## src/rtl/axi3_sys_bridge.sv

```systemverilog
// AXI3 slave that converts FIXED/INCR/WRAP bursts into single-beat sys-bus accesses, one transaction at a time.
// Optional define AXI_SYS_TIMEOUT_EN: a missing sys ack/err completes as SLVERR after ACK_TIMEOUT wait cycles.
//
// state   | meaning
// IDLE    | arbitrate AW/AR, raise ready for the granted side
// WR_DATA | wready high, wait for a W beat
// WR_REQ  | one-cycle sys_wen pulse
// WR_WAIT | hold addr/wdata/sel until ack or err
// WR_RESP | bvalid high until bready
// RD_REQ  | one-cycle sys_ren pulse
// RD_WAIT | wait for ack or err, capture read data
// RD_DATA | rvalid high until rready
module axi3_sys_bridge #(
    parameter int AXI_DW      = 64,
    parameter int AXI_AW      = 32,
    parameter int AXI_IW      = 8,
    parameter int AXI_SW      = AXI_DW/8,
    parameter int ACK_TIMEOUT = 255
) (
    input  logic              axi_clk_i,
    input  logic              axi_rstn_i,
    input  logic [AXI_IW-1:0] axi_awid_i,
    input  logic [AXI_AW-1:0] axi_awaddr_i,
    input  logic [3:0]        axi_awlen_i,
    input  logic [2:0]        axi_awsize_i,
    input  logic [1:0]        axi_awburst_i,
    input  logic [1:0]        axi_awlock_i,
    input  logic [3:0]        axi_awcache_i,
    input  logic [2:0]        axi_awprot_i,
    input  logic              axi_awvalid_i,
    output logic              axi_awready_o,
    input  logic [AXI_IW-1:0] axi_wid_i,
    input  logic [AXI_DW-1:0] axi_wdata_i,
    input  logic [AXI_SW-1:0] axi_wstrb_i,
    input  logic              axi_wlast_i,
    input  logic              axi_wvalid_i,
    output logic              axi_wready_o,
    output logic [AXI_IW-1:0] axi_bid_o,
    output logic [1:0]        axi_bresp_o,
    output logic              axi_bvalid_o,
    input  logic              axi_bready_i,
    input  logic [AXI_IW-1:0] axi_arid_i,
    input  logic [AXI_AW-1:0] axi_araddr_i,
    input  logic [3:0]        axi_arlen_i,
    input  logic [2:0]        axi_arsize_i,
    input  logic [1:0]        axi_arburst_i,
    input  logic [1:0]        axi_arlock_i,
    input  logic [3:0]        axi_arcache_i,
    input  logic [2:0]        axi_arprot_i,
    input  logic              axi_arvalid_i,
    output logic              axi_arready_o,
    output logic [AXI_IW-1:0] axi_rid_o,
    output logic [AXI_DW-1:0] axi_rdata_o,
    output logic [1:0]        axi_rresp_o,
    output logic              axi_rlast_o,
    output logic              axi_rvalid_o,
    input  logic              axi_rready_i,
    output logic [AXI_AW-1:0] sys_addr_o,
    output logic [AXI_DW-1:0] sys_wdata_o,
    output logic [AXI_SW-1:0] sys_sel_o,
    output logic              sys_wen_o,
    output logic              sys_ren_o,
    input  logic [AXI_DW-1:0] sys_rdata_i,
    input  logic              sys_err_i,
    input  logic              sys_ack_i
);

    typedef enum logic [2:0] {
        IDLE, WR_DATA, WR_REQ, WR_WAIT, WR_RESP, RD_REQ, RD_WAIT, RD_DATA
    } state_t;

    localparam logic [AXI_AW-1:0] A_ONE = AXI_AW'(1);

    state_t            state;
    logic [AXI_IW-1:0] id_q;
    logic [3:0]        len_q;
    logic [3:0]        beat_q;
    logic [2:0]        size_q;
    logic [1:0]        burst_q;
    logic              err_q;
    logic              last_wr_q;
    logic              last_beat;
    logic              sys_done;
    logic              sys_fail;
    logic [AXI_AW-1:0] incr;
    logic [AXI_AW-1:0] aligned;
    logic [AXI_AW-1:0] wrap_mask;
    logic [AXI_AW-1:0] next_addr;
    logic              unused_inputs;

    assign unused_inputs = ^{axi_awlock_i, axi_awcache_i, axi_awprot_i,
                             axi_arlock_i, axi_arcache_i, axi_arprot_i, axi_wid_i};

    assign last_beat = (beat_q == len_q);

`ifdef AXI_SYS_TIMEOUT_EN
    localparam int TW = $clog2(ACK_TIMEOUT + 1);

    logic [TW-1:0] tmo_cnt;
    logic          tmo_hit;

    // Reloaded on every strobe, counts down only while waiting for the sys side.
    always_ff @(posedge axi_clk_i or negedge axi_rstn_i) begin
        if (!axi_rstn_i) begin
            tmo_cnt <= '0;
        end else if (state == WR_REQ || state == RD_REQ) begin
            tmo_cnt <= TW'(ACK_TIMEOUT - 1);
        end else if ((state == WR_WAIT || state == RD_WAIT) && tmo_cnt != '0) begin
            tmo_cnt <= tmo_cnt - TW'(1);
        end
    end

    assign tmo_hit  = (tmo_cnt == '0);
    assign sys_done = sys_ack_i | sys_err_i | tmo_hit;
    assign sys_fail = sys_err_i | (tmo_hit & ~sys_ack_i);
`else
    localparam int unused_ack_timeout = ACK_TIMEOUT;

    assign sys_done = sys_ack_i | sys_err_i;
    assign sys_fail = sys_err_i;
`endif

    // WRAP keeps the upper address bits and wraps the low bits inside the (len+1)<<size window.
    always_comb begin
        incr      = A_ONE << size_q;
        aligned   = sys_addr_o & ~(incr - A_ONE);
        wrap_mask = ((AXI_AW'(len_q) + A_ONE) << size_q) - A_ONE;
        next_addr = sys_addr_o;
        case (burst_q)
            2'b01:   next_addr = aligned + incr;
            2'b10:   next_addr = (sys_addr_o & ~wrap_mask) | ((aligned + incr) & wrap_mask);
            default: next_addr = sys_addr_o;
        endcase
    end

    always_ff @(posedge axi_clk_i or negedge axi_rstn_i) begin
        if (!axi_rstn_i) begin
            state         <= IDLE;
            id_q          <= '0;
            len_q         <= '0;
            beat_q        <= '0;
            size_q        <= '0;
            burst_q       <= '0;
            err_q         <= 1'b0;
            last_wr_q     <= 1'b0;
            axi_awready_o <= 1'b0;
            axi_arready_o <= 1'b0;
            axi_wready_o  <= 1'b0;
            axi_bid_o     <= '0;
            axi_bresp_o   <= '0;
            axi_bvalid_o  <= 1'b0;
            axi_rid_o     <= '0;
            axi_rdata_o   <= '0;
            axi_rresp_o   <= '0;
            axi_rlast_o   <= 1'b0;
            axi_rvalid_o  <= 1'b0;
            sys_addr_o    <= '0;
            sys_wdata_o   <= '0;
            sys_sel_o     <= '0;
            sys_wen_o     <= 1'b0;
            sys_ren_o     <= 1'b0;
        end else begin
            case (state)
                IDLE: begin
                    if (axi_awready_o && axi_awvalid_i) begin
                        axi_awready_o <= 1'b0;
                        id_q          <= axi_awid_i;
                        sys_addr_o    <= axi_awaddr_i;
                        len_q         <= axi_awlen_i;
                        size_q        <= axi_awsize_i;
                        burst_q       <= axi_awburst_i;
                        err_q         <= 1'b0;
                        beat_q        <= '0;
                        last_wr_q     <= 1'b1;
                        axi_wready_o  <= 1'b1;
                        state         <= WR_DATA;
                    end else if (axi_arready_o && axi_arvalid_i) begin
                        axi_arready_o <= 1'b0;
                        id_q          <= axi_arid_i;
                        sys_addr_o    <= axi_araddr_i;
                        len_q         <= axi_arlen_i;
                        size_q        <= axi_arsize_i;
                        burst_q       <= axi_arburst_i;
                        err_q         <= 1'b0;
                        beat_q        <= '0;
                        last_wr_q     <= 1'b0;
                        sys_sel_o     <= '1;
                        sys_ren_o     <= 1'b1;
                        state         <= RD_REQ;
                    end else if (!axi_awready_o && !axi_arready_o) begin
                        // Contention goes to the direction not served last time.
                        if (axi_awvalid_i && (!axi_arvalid_i || !last_wr_q)) begin
                            axi_awready_o <= 1'b1;
                        end else if (axi_arvalid_i) begin
                            axi_arready_o <= 1'b1;
                        end
                    end
                end
                WR_DATA: begin
                    if (axi_wvalid_i) begin
                        axi_wready_o <= 1'b0;
                        sys_wdata_o  <= axi_wdata_i;
                        sys_sel_o    <= axi_wstrb_i;
                        sys_wen_o    <= 1'b1;
                        if (axi_wlast_i != last_beat) begin
                            err_q <= 1'b1;
                        end
                        state <= WR_REQ;
                    end
                end
                WR_REQ: begin
                    sys_wen_o <= 1'b0;
                    state     <= WR_WAIT;
                end
                WR_WAIT: begin
                    if (sys_done) begin
                        if (sys_fail) begin
                            err_q <= 1'b1;
                        end
                        if (last_beat) begin
                            axi_bvalid_o <= 1'b1;
                            axi_bid_o    <= id_q;
                            axi_bresp_o  <= (err_q | sys_fail) ? 2'b10 : 2'b00;
                            state        <= WR_RESP;
                        end else begin
                            sys_addr_o   <= next_addr;
                            beat_q       <= beat_q + 4'd1;
                            axi_wready_o <= 1'b1;
                            state        <= WR_DATA;
                        end
                    end
                end
                WR_RESP: begin
                    if (axi_bready_i) begin
                        axi_bvalid_o <= 1'b0;
                        state        <= IDLE;
                    end
                end
                RD_REQ: begin
                    sys_ren_o <= 1'b0;
                    state     <= RD_WAIT;
                end
                RD_WAIT: begin
                    if (sys_done) begin
                        axi_rdata_o  <= sys_fail ? '0 : sys_rdata_i;
                        axi_rresp_o  <= sys_fail ? 2'b10 : 2'b00;
                        axi_rid_o    <= id_q;
                        axi_rlast_o  <= last_beat;
                        axi_rvalid_o <= 1'b1;
                        state        <= RD_DATA;
                    end
                end
                RD_DATA: begin
                    if (axi_rready_i) begin
                        axi_rvalid_o <= 1'b0;
                        axi_rlast_o  <= 1'b0;
                        if (last_beat) begin
                            state <= IDLE;
                        end else begin
                            sys_addr_o <= next_addr;
                            beat_q     <= beat_q + 4'd1;
                            sys_ren_o  <= 1'b1;
                            state      <= RD_REQ;
                        end
                    end
                end
                default: state <= IDLE;
            endcase
        end
    end

endmodule

```

## config.mk

```make
export PLATFORM = sky130hd
export DESIGN_NAME = axi3_sys_bridge
export DESIGN_NICKNAME = d
export VERILOG_FILES = /design/src/rtl/axi3_sys_bridge.sv
export SDC_FILE = /design/constraint.sdc
export NUM_CORES = 1
export LEC_CHECK = 0
export ABC_CLOCK_PERIOD_IN_PS = 3200
export BUFFER_PORTS_ARGS = -buffer_cell sky130_fd_sc_hd__buf_2
export CAP_MARGIN = 20
export CORE_AREA = 2 2 179 181
export DETAILED_ROUTE_END_ITERATION = 10
export DIE_AREA = 0 0 181 183
export PLACE_DENSITY = 0.69
export SLEW_MARGIN = 10
export SYNTH_ARGS = -nofsm -noshare
export SYNTH_HDL_FRONTEND = slang
export SYNTH_SLANG_ARGS = --single-unit
export TNS_END_PERCENT = 1
```

## constraint.sdc

```tcl
create_clock -name axi_clk_i -period 3.2 [get_ports axi_clk_i]
set_input_delay 0.32 -clock axi_clk_i [delete_from_list [all_inputs] [get_ports axi_clk_i]]
set_output_delay 0.32 -clock axi_clk_i [all_outputs]
set_load 0.005 [all_outputs]
```

==> results.json <==
{
  "seqCellArea_sq_mm": 0.00551,
  "firstDrtPassIters": 5,
  "core_area_sq_mm": 0.0312,
  "setup_viol_count_final": 0,
  "wl_met1_um": 16100,
  "hold_violations": 0,
  "ys.flop_type": "dfrtp_1",
  "cp.required_ns": 3.67,
  "grtUsageTotal_pct": 22.6,
  "power.density_mw_per_mm2": 975,
  "seq_area_frac_synth_pct": 48.4,
  "fmax_mhz": 332,
  "fin_hold_ws_ns": 0.0176,
  "wl_met3_um": 2520,
  "start_util_pct": 36.5,
  "worstPathMaxFanout": 11,
  "grt_pass1_vias": 11500,
  "maxCapViolations": 0,
  "worst_pin_slew_ns": 1.07,
  "p_leak_nw": 8.37,
  "critPathKind": "register to register",
  "synth_edf_count": 0,
  "dp.cells": 2131,
  "yosysUniqueCellTypes": 83,
  "gp_congestion": 0.876,
  "rows": 65,
  "hold_path.class": "input pin to register",
  "grt_pass1_wl_um": 60900,
  "cts_setup_buffers": 0,
  "nFillCells": 2836,
  "cts-root-buf": "clkbuf_16",
  "async_flop_share_pct": 100,
  "yosysWarnings": 0,
  "syn_to_final_growth_pct": 43.1,
  "critical_path_arrival_ns": 3.48,
  "highest_layer": "met5",
  "die_w_um": 181,
  "instances_no_fill": 2292,
  "final_common_cell": "nand2_1",
  "met2_length_um": 18700,
  "clk_pin_slew_ns": 0.06,
  "rsz0062_at_grt": "true",
  "period_minus_slack_ns": 3.02,
  "grt_antenna_before_repair": 2,
  "grt_overflow_total": 0,
  "cp-end-kind": "register",
  "netlist_instances": 1326,
  "vias_per_cell": 5.09,
  "drtAntennaViolNets": 0,
  "yosys.area.top_type_share_pct": 48.4,
  "ys_ff_latch": 220,
  "startpoint_type": "register",
  "multi_input_area_sq_mm": 0.00550,
  "relSlewSlack_pct": 28.4,
  "skew_ns": 0.0171,
  "cts_buffers": 26,
  "period_share_pct": 94.2,
  "dpl.hpwl_um": 27000,
  "cts.path.max_buffers": 3,
  "utilization_pct": 52.2,
  "syn_area_sq_mm": 0.0114,
  "drive_gt1_share_pct": 30.4,
  "wl_um": 38700,
  "vdd_ir_drop_max_mv": 0.521,
  "grt_max_degree": 80,
  "place_ws_ns": 0.107,
  "die_height_um": 183,
  "portBuffers": 437,
  "nets": 2146,
  "drt_iter0_drc": 778,
  "final.setup.tns_ns": 0,
  "synth_area_leaders": "dfrtp_1, nand2_1, nand3b_1",
  "ios": 466,
  "cts.sinks": 220,
  "slew_violations": 0,
  "vias": 11700,
  "ctsHtreeMaxLevel": 1,
  "drc_errors": 0,
  "cts_tree": "built",
  "fp.dieArea_sq_mm": 0.0331,
  "setup_ws_ns": 0.185,
  "avgSynthCellArea_sq_um": 8.59,
  "wire_per_inst_um": 16.9,
  "layout_common_cells": "nand2_1, buf_2, dfrtp_1, dlygate4sd3_1, nand3b_1",
  "yosysTopAreaCell": "dfrtp_1",
  "clk-insertion-delay-late_ns": 0.54,
  "status": "finished clean"
}
==> metrics by stage <==
| stage | area, sq um | total power [mW] |
|---|---|---|
| global placement | 14200 | 12.1 |
| global route | 16300 | 17.1 |
| detailed placement | 14200 | 12.3 |
| floorplan | 11400 | 9.34 |
| finish | 16300 | 15.9 |
| CTS | 16300 | 15.9 |
==> Yosys cell counts (all sizes together), types with 2 or more instances <==
library cell and n:
nand2 473, dfrtp 220, o21ai 82, nand3b 66, a21oi 64, clkbuf 57, nor2 49, mux2i 29
buf 26, a31oi 21, nand3 21, inv 20, nor3 15, mux2 13, xnor2 11, xor2 11
nand4 9, and3 8, ha 8, o22a 8, a211oi 7, and2 7, nor2b 7, nor4 7
o22ai 7, a41oi 6, nand2b 6, o31ai 6, a21o 5, or3 4, a2111oi 3, a22o 3
a311oi 3, o211ai 3, o21a 3, o221ai 3, o32a 3, a211o 2, a22oi 2, a2bb2oi 2
a311o 2, and4 2, nand4b 2, nor4b 2
==> area by class of cell <==
| cell class | count | share of cell area (%) |
|---|---|---|
| Tap cell | 402 | 3.09 |
| Sequential cell | 220 | 33.8 |
| Inverter | 20 | 0.461 |
| Antenna cell | 2 | 0.0307 |
| Multi-Input combinational cell | 1004 | 33.8 |
| Timing Repair Buffer | 596 | 22.8 |
| Clock buffer | 35 | 4.45 |
| Clock inverter | 13 | 1.57 |
==> logic make-up after synthesis <==
kind of cell	after synthesis	share of synthesized area [%]
fa+ha+maj	8	0.879
other cells	1	0.0329
simple gates	682	27.1
mux	42	3.95
compound gates	248	14.2
flops	220	48.4
xor+xnor	22	1.69
buf+inv	103	3.78
==> worst paths after layout <==
kind                                 startpoint                          to  slack [ns]  depth (start not counted)
worst max-delay path                  size_q[0]                    register        0.18                         12
worst min-delay path             axi_wstrb_i[6]                sys_sel_o[6]        0.02                          2
worst max register to register        size_q[0]                    register        0.18                         12
worst min register to register  axi_rdata_o[58]             axi_rdata_o[58]        0.46                          2
max in group asynchronous            axi_rstn_i             axi_rdata_o[16]        2.05                          3
min in group asynchronous            axi_rstn_i  asynchronous set/reset pin        0.33                          2
==> repair_timing <==
action,in CTS,in global routing
hold buffers,111,0
gates resized for setup,0,7
endpoints found under the hold margin,182,0
endpoints found under the setup margin,0,17
==> layer usage <==
metal	vias up	GRT usage (%)
met4	2	8.68
li1	5609	-
met5	-	0
met1	5511	28.8
met2	451	38.6
met3	97	3.99
==> worst max-delay path, stage by stage (launching register included) <==
cell     delay, ns
dfrtp_1       0.45
inv_2         0.22
and3_1        0.19
ha_1          0.22
nor3_1        0.08
nor3_2        0.29
a21oi_1       0.14
o22ai_1       0.33
a21oi_4       0.15
nor2_2        0.32
nand4_1       0.14
o32a_1        0.30
o21ai_1       0.11
==> power by group <==
part           switching, mW  internal (mW)
Clock                   1.20           2.15
Sequential              1.00           4.08
Combinational           4.32           3.13
(Power assumes the default switching activity.)
